==> src/rtl/scr1_arch_description.sv <==
// SCR1 architecture configuration constants.
// No ports: shared defaults for pipeline blocks.
package scr1_arch_description;

  localparam int unsigned SCR1_WB_FIFO_DEPTH = 2;

endpackage

==> src/rtl/scr1_arch_types.sv <==
// SCR1 shared architectural types.
// No ports: writeback entry carried from LSU to MPRF.
package scr1_arch_types;

  typedef struct packed {
    logic [4:0]  rd;
    logic [31:0] data;
  } type_scr1_mprf_wb_s;

endpackage

==> src/rtl/scr1_pipe_mprf_wb_fifo.sv <==
// In-order FIFO for the MPRF writeback arbiter.
// Ports: clk/rst_n, push/data in, pop, head/full/empty out.
module scr1_pipe_mprf_wb_fifo #(
  parameter int unsigned DEPTH = 2,
  parameter int unsigned WIDTH = 32
) (
  input  logic             clk,
  input  logic             rst_n,
  input  logic             push,
  input  logic             pop,
  input  logic [WIDTH-1:0] data,
  output logic [WIDTH-1:0] head,
  output logic             full,
  output logic             empty
);

  localparam int unsigned AW = $clog2(DEPTH);
  localparam logic [AW:0] FULL_CNT = (AW+1)'(DEPTH);

  logic [AW-1:0]  wr_ptr;
  logic [AW-1:0]  rd_ptr;
  logic [AW:0]    count;
  logic [WIDTH-1:0] mem [DEPTH];
  logic           do_push;
  logic           do_pop;

  assign full    = (count == FULL_CNT);
  assign empty   = (count == '0);
  assign do_pop  = pop & ~empty;
  // a full FIFO takes a push only when a slot frees this cycle
  assign do_push = push & (~full | do_pop);
  assign head    = mem[rd_ptr];

  always_ff @(posedge clk or negedge rst_n) begin
    if (!rst_n) begin
      wr_ptr <= '0;
      rd_ptr <= '0;
      count  <= '0;
      for (int i = 0; i < int'(DEPTH); i++) begin
        mem[i] <= '0;
      end
    end else begin
      if (do_push) begin
        mem[wr_ptr] <= data;
        wr_ptr      <= wr_ptr + 1'b1;
      end
      if (do_pop) begin
        rd_ptr <= rd_ptr + 1'b1;
      end
      unique case ({do_push, do_pop})
        2'b10:   count <= count + 1'b1;
        2'b01:   count <= count - 1'b1;
        default: count <= count;
      endcase
    end
  end

endmodule

==> src/rtl/scr1_pipe_mprf_wbarb.sv <==
// MPRF writeback arbiter: EXU vs buffered load results.
// Ports: EXU wb req/rdy, LSU issue/rsp, hazards, MPRF write.
module scr1_pipe_mprf_wbarb
  import scr1_arch_types::*;
  import scr1_arch_description::*;
#(
  parameter int unsigned WB_FIFO_DEPTH = SCR1_WB_FIFO_DEPTH
) (
  input  logic        clk,
  input  logic        rst_n,
  input  logic        exu_wb_req_i,
  input  logic [4:0]  exu_wb_addr_i,
  input  logic [31:0] exu_wb_data_i,
  output logic        exu_wb_rdy_o,
  input  logic        lsu_issue_i,
  input  logic [4:0]  lsu_issue_rd_i,
  input  logic        lsu_rsp_vd_i,
  input  logic [31:0] lsu_rsp_data_i,
  output logic        lsu_rsp_rdy_o,
  input  logic [4:0]  exu_rs1_addr_i,
  input  logic [4:0]  exu_rs2_addr_i,
  input  logic [4:0]  exu_rd_addr_i,
  output logic        exu_rs1_hzd_o,
  output logic        exu_rs2_hzd_o,
  output logic        exu_rd_hzd_o,
  output logic        mprf_w_req_o,
  output logic [4:0]  mprf_rd_addr_o,
  output logic [31:0] mprf_rd_data_o
);

  localparam int unsigned EW = $bits(type_scr1_mprf_wb_s);

  logic               rdq_full;
  logic               rdq_empty;
  logic [4:0]         rdq_head;
  logic               wb_full;
  logic               wb_empty;
  type_scr1_mprf_wb_s wb_in;
  type_scr1_mprf_wb_s wb_head;
  logic               rsp_acc;
  logic               issue_acc;
  logic               exu_gnt;
  logic               fifo_gnt;
  logic [31:0]        pending;
  logic [31:0]        set_mask;
  logic [31:0]        clr_mask;

  assign rsp_acc   = lsu_rsp_vd_i & ~wb_full;
  assign issue_acc = lsu_issue_i & (~rdq_full | rsp_acc);
  assign exu_gnt   = exu_wb_req_i & ~wb_full;
  // head drains when idle, or forcibly once the FIFO is full
  assign fifo_gnt  = ~wb_empty & (~exu_wb_req_i | wb_full);

  assign lsu_rsp_rdy_o = ~wb_full;
  assign exu_wb_rdy_o  = ~wb_full;

  assign wb_in.rd   = rdq_head;
  assign wb_in.data = lsu_rsp_data_i;

  scr1_pipe_mprf_wb_fifo #(
    .DEPTH (WB_FIFO_DEPTH),
    .WIDTH (5)
  ) i_rd_queue (
    .clk   (clk),
    .rst_n (rst_n),
    .push  (lsu_issue_i),
    .pop   (rsp_acc),
    .data  (lsu_issue_rd_i),
    .head  (rdq_head),
    .full  (rdq_full),
    .empty (rdq_empty)
  );

  scr1_pipe_mprf_wb_fifo #(
    .DEPTH (WB_FIFO_DEPTH),
    .WIDTH (EW)
  ) i_data_queue (
    .clk   (clk),
    .rst_n (rst_n),
    .push  (rsp_acc),
    .pop   (fifo_gnt),
    .data  (wb_in),
    .head  (wb_head),
    .full  (wb_full),
    .empty (wb_empty)
  );

  always_comb begin
    mprf_w_req_o   = 1'b0;
    mprf_rd_addr_o = '0;
    mprf_rd_data_o = '0;
    unique case (1'b1)
      exu_gnt: begin
        mprf_w_req_o   = 1'b1;
        mprf_rd_addr_o = exu_wb_addr_i;
        mprf_rd_data_o = exu_wb_data_i;
      end
      fifo_gnt: begin
        // rd 0 loads pop silently
        if (|wb_head.rd) begin
          mprf_w_req_o   = 1'b1;
          mprf_rd_addr_o = wb_head.rd;
          mprf_rd_data_o = wb_head.data;
        end
      end
      default: ;
    endcase
  end

  always_comb begin
    set_mask = '0;
    clr_mask = '0;
    if (issue_acc & (|lsu_issue_rd_i)) begin
      set_mask[lsu_issue_rd_i] = 1'b1;
    end
    if (fifo_gnt & (|wb_head.rd)) begin
      clr_mask[wb_head.rd] = 1'b1;
    end
  end

  // set after clear: a re-issued rd stays pending
  always_ff @(posedge clk or negedge rst_n) begin
    if (!rst_n) begin
      pending <= '0;
    end else begin
      pending <= (pending & ~clr_mask) | set_mask;
    end
  end

  assign exu_rs1_hzd_o = pending[exu_rs1_addr_i] & (|exu_rs1_addr_i);
  assign exu_rs2_hzd_o = pending[exu_rs2_addr_i] & (|exu_rs2_addr_i);
  assign exu_rd_hzd_o  = pending[exu_rd_addr_i] & (|exu_rd_addr_i);

  a_issue_full: assert property (
    @(posedge clk) disable iff (!rst_n)
      !(lsu_issue_i & rdq_full & ~rsp_acc));

  a_exu_pending: assert property (
    @(posedge clk) disable iff (!rst_n)
      !(exu_gnt & pending[exu_wb_addr_i] & (|exu_wb_addr_i)));

  a_rsp_orphan: assert property (
    @(posedge clk) disable iff (!rst_n)
      !(rsp_acc & rdq_empty));

endmodule
==> config.mk <==
export PLATFORM = sky130hd
export DESIGN_NAME = scr1_pipe_mprf_wbarb
export DESIGN_NICKNAME = d
export VERILOG_FILES = /design/src/rtl/scr1_arch_description.sv /design/src/rtl/scr1_arch_types.sv /design/src/rtl/scr1_pipe_mprf_wb_fifo.sv /design/src/rtl/scr1_pipe_mprf_wbarb.sv
export SDC_FILE = /design/constraint.sdc
export NUM_CORES = 1
export LEC_CHECK = 0
export BUFFER_PORTS_ARGS = -buffer_cell sky130_fd_sc_hd__clkbuf_2
export CAP_MARGIN = 20
export CORE_UTILIZATION = 55
export DETAILED_ROUTE_END_ITERATION = 10
export HOLD_SLACK_MARGIN = 0.15
export PLACE_DENSITY = 0.76
export SYNTH_ARGS = -nofsm -noshare
export SYNTH_HDL_FRONTEND = slang
export SYNTH_SLANG_ARGS = --single-unit
==> constraint.sdc <==
create_clock -name clk -period 2 [get_ports clk]
set_input_delay 0 -clock clk [delete_from_list [all_inputs] [get_ports clk]]
set_output_delay 0 -clock clk [all_outputs]
set_load 0.01 [all_outputs]
==> impl_metrics.ini <==
[outcome]
status = complete, but fails checks
violations = DRC, setup timing

[pwr]
p_leak_uw = 0.004179
fin_total_pwr_uw = 16090
peakVddDrop_mv = 1.011
power_density_nw_per_um2 = 1748

[worst_setup_path]
path_buf_inv = 1
critPathLaunchType = register
cp_slowest_stage_delay_ns = 0.49
cp-end-kind = primary output
critPathArrivalTime_ns = 2.15
required_ns = 2.00
critical_path_class = register to primary output
cp_slowest_cell = or4_1
crit_path_cell_trace = mux4_2, mux2i_1, nor3b_1, or4_1, clkbuf_2
cp_max_fo = 4
cpLargestDelayFamily = multiplexers

[detailed_routing]
maxUsedRoutingLayer = met4
wl_met1_mm = 7.627
first_pass_iters = 11
vias = 5854
antenna_left = 0
drc = 8
wl_met2_mm = 10.47
wl_per_cell_um = 21.67
wirelength_mm = 20.48
met3_length_mm = 1.507
drtIter0Drc = 521
routed_via_density = 6.195

[job]
drv_cap = 0

[floorplan]
initial_core_util = 0.5742
rows = 39
die_x_um = 112.3
dieArea_um2 = 12620
ios = 137
core-area_um2 = 11660
die_height_um = 112.3

[synth]
syn_area_um2 = 6696
yosysTopAreaCell = dfrtp_1
synth_cells = 585
ys_async_sr_fraction = 1.000
synth_nets = 681
ys_seq_elements = 124
yosysWarnings = 0
ys_seq_area_frac = 0.4634
synth_top_area_frac = 0.4634
synth_flop_cell = dfrtp_1
avgSynthCellArea_um2 = 11.45
yosys-top-cells-area = dfrtp_1 (46%), mux2_2 (13%), mux2i_1 (7.9%), o21ai_0 (7.2%), mux4_2 (6.1%)
ys_types = 49
synth_edf_count = 0

[final_layout]
fin_util = 0.7893
layout.nets = 884
area_growth_syn_to_layout_pct = 37.46
final_cell_mix = dfrtp_1 (123), clkbuf_2 (103), mux2_2 (78), o21ai_0 (63), nand2_1 (52)
layout_commonest_cell = dfrtp_1
layout.cells.non_filler = 945
layout-drive-gt1-share = 0.4569

[timing]
setup_viol = 37
worst_pin_slew_ns = 0.8055
fmax_ghz = 0.4647
fin_skew_ns = 0.008344
fin_crit_sh = 1.076
slew_headroom = 0.4630
final.setup.worst_slack_ns = -0.1521
drv_slew = 0
period_minus_slack_ns = 2.152
hold_violations = 0
rsz0062_at_grt = yes

[grt]
overflow = 0
grt_pass1_vias = 5842
grt_max_degree = 50
grt_first_pass_wirelength_mm = 28.72
antenna_found_initial = 1
grtUsageTotal = 0.2987

[clock_tree]
h-tree-depth = 4
cts.sinks = 124
cts_made_buffers = 17
cts_tree = done
root_buffer = clkbuf_16
clockBufferDepth = 2
path_clk_slew_ns = 0.05
worstSkewPairLatency_ns = 0.42

[hold_path]
hold_class = input pin to asynchronous set/reset pin

[placement]
gp_congestion = 0.8650
place_hpwl_mm = 11.87
port_buffers = 136
dp.cells = 843
## stage by stage
step | hold WS [ns] | setup TNS, ns | area, um2 | setup WS [ns]
2_1_floorplan | -0.2956 | 0 | 6696 | 0.2258
3_3_place_gp | 0.05205 | 0 | 7546 | 0.2244
3_5_place_dp | 0.06312 | 0 | 7546 | 0.1689
4_1_cts | 0.1557 | -0.3245 | 8751 | -0.1451
5_1_grt | 0.2315 | -4.130 | 9205 | -0.2120
6_report | 0.1501 | -2.423 | 9205 | -0.1521
## kinds of logic after synthesis
group,Yosys count,share of synthesized area
mux,153,0.2844
compound gates,130,0.1080
simple gates,124,0.09492
flops,124,0.4634
buf+inv,42,0.03251
xor+xnor,10,0.01308
fa+ha+maj,2,0.003736
## final cells by class
class	instances	area, um2
inverter	4	15.01
timing repair buffer	222	1620
clock buffer	20	456.7
tap	143	178.9
fill	658	2457
clock inverter	12	193.9
antenna	1	2.502
multi-input combinational	419	3633
sequential	124	3104
## report_power, final
group | internal [uW] | switching, uW
registers | 3790 | 1160
logic | 3930 | 3840
clock network | 2270 | 1110
## Yosys cell counts, types with 3 or more instances
cell      number
a21oi_1        6
and3_1         3
and3b_1        7
buf_2         18
buf_6          4
clkbuf_1      10
clkbuf_2       3
dfrtp_1      124
inv_1          4
mux2_2        79
mux2i_1       53
mux4_1         3
mux4_2        18
nand2_1       52
nand2b_1       4
nand3_1        5
nand4_1        3
nor2_1        18
nor2b_1        6
nor3_1         4
nor3b_1        9
o21ai_0       97
o22ai_1        5
o31ai_1        7
o41ai_1        5
xnor2_1        7
xor2_1         3
## registers in the layout, summed over array words and instances, names as in the netlist
signal,count
i_data_queue.rd_ptr,1
i_rd_queue.mem,10
i_data_queue.count,2
i_rd_queue.count,2
i_rd_queue.wr_ptr,1
i_rd_queue.rd_ptr,1
pending,32
i_data_queue.mem,74
i_data_queue.wr_ptr,1
## per-layer routing
layer	GRT usage	vias up
met2	0.5213	337
met1	0.3366	2875
met3	0.07235	69
met4	0.1689	0
met5	0	-
li1	-	2573
## path summary, 6_finish.rpt
kind                                                    end  slack (ns)  cells past startpoint                            start
max                                           exu_rs2_hzd_o       -0.15                      5            pending[20]$_DFF_PN0_
min                         i_rd_queue.count[0]$_DFFE_PN0P_        0.15                      2                            rst_n
max reg2reg                            pending[1]$_DFF_PN0_        0.07                      6  i_data_queue.rd_ptr$_DFFE_PN0P_
min reg2reg                            pending[0]$_DFF_PN0_        0.38                      0             pending[0]$_DFF_PN0_
max in group asynchronous  i_data_queue.mem[18]$_DFFE_PN0P_        1.15                      3                            rst_n
min in group clk                         mprf_rd_data_o[14]        0.28                      4                exu_wb_data_i[14]
## what timing repair did
action | CTS | global route
setup buffers | 13 | 10
gates cloned | 0 | 5
pin swaps | 3 | 35
hold buffers | 41 | 0
hold endpoints to repair | 239 | 0
setup endpoints to repair | 41 | 49
resized for setup | 15 | 126
Note: power is estimated with default switching activity, not from simulation.
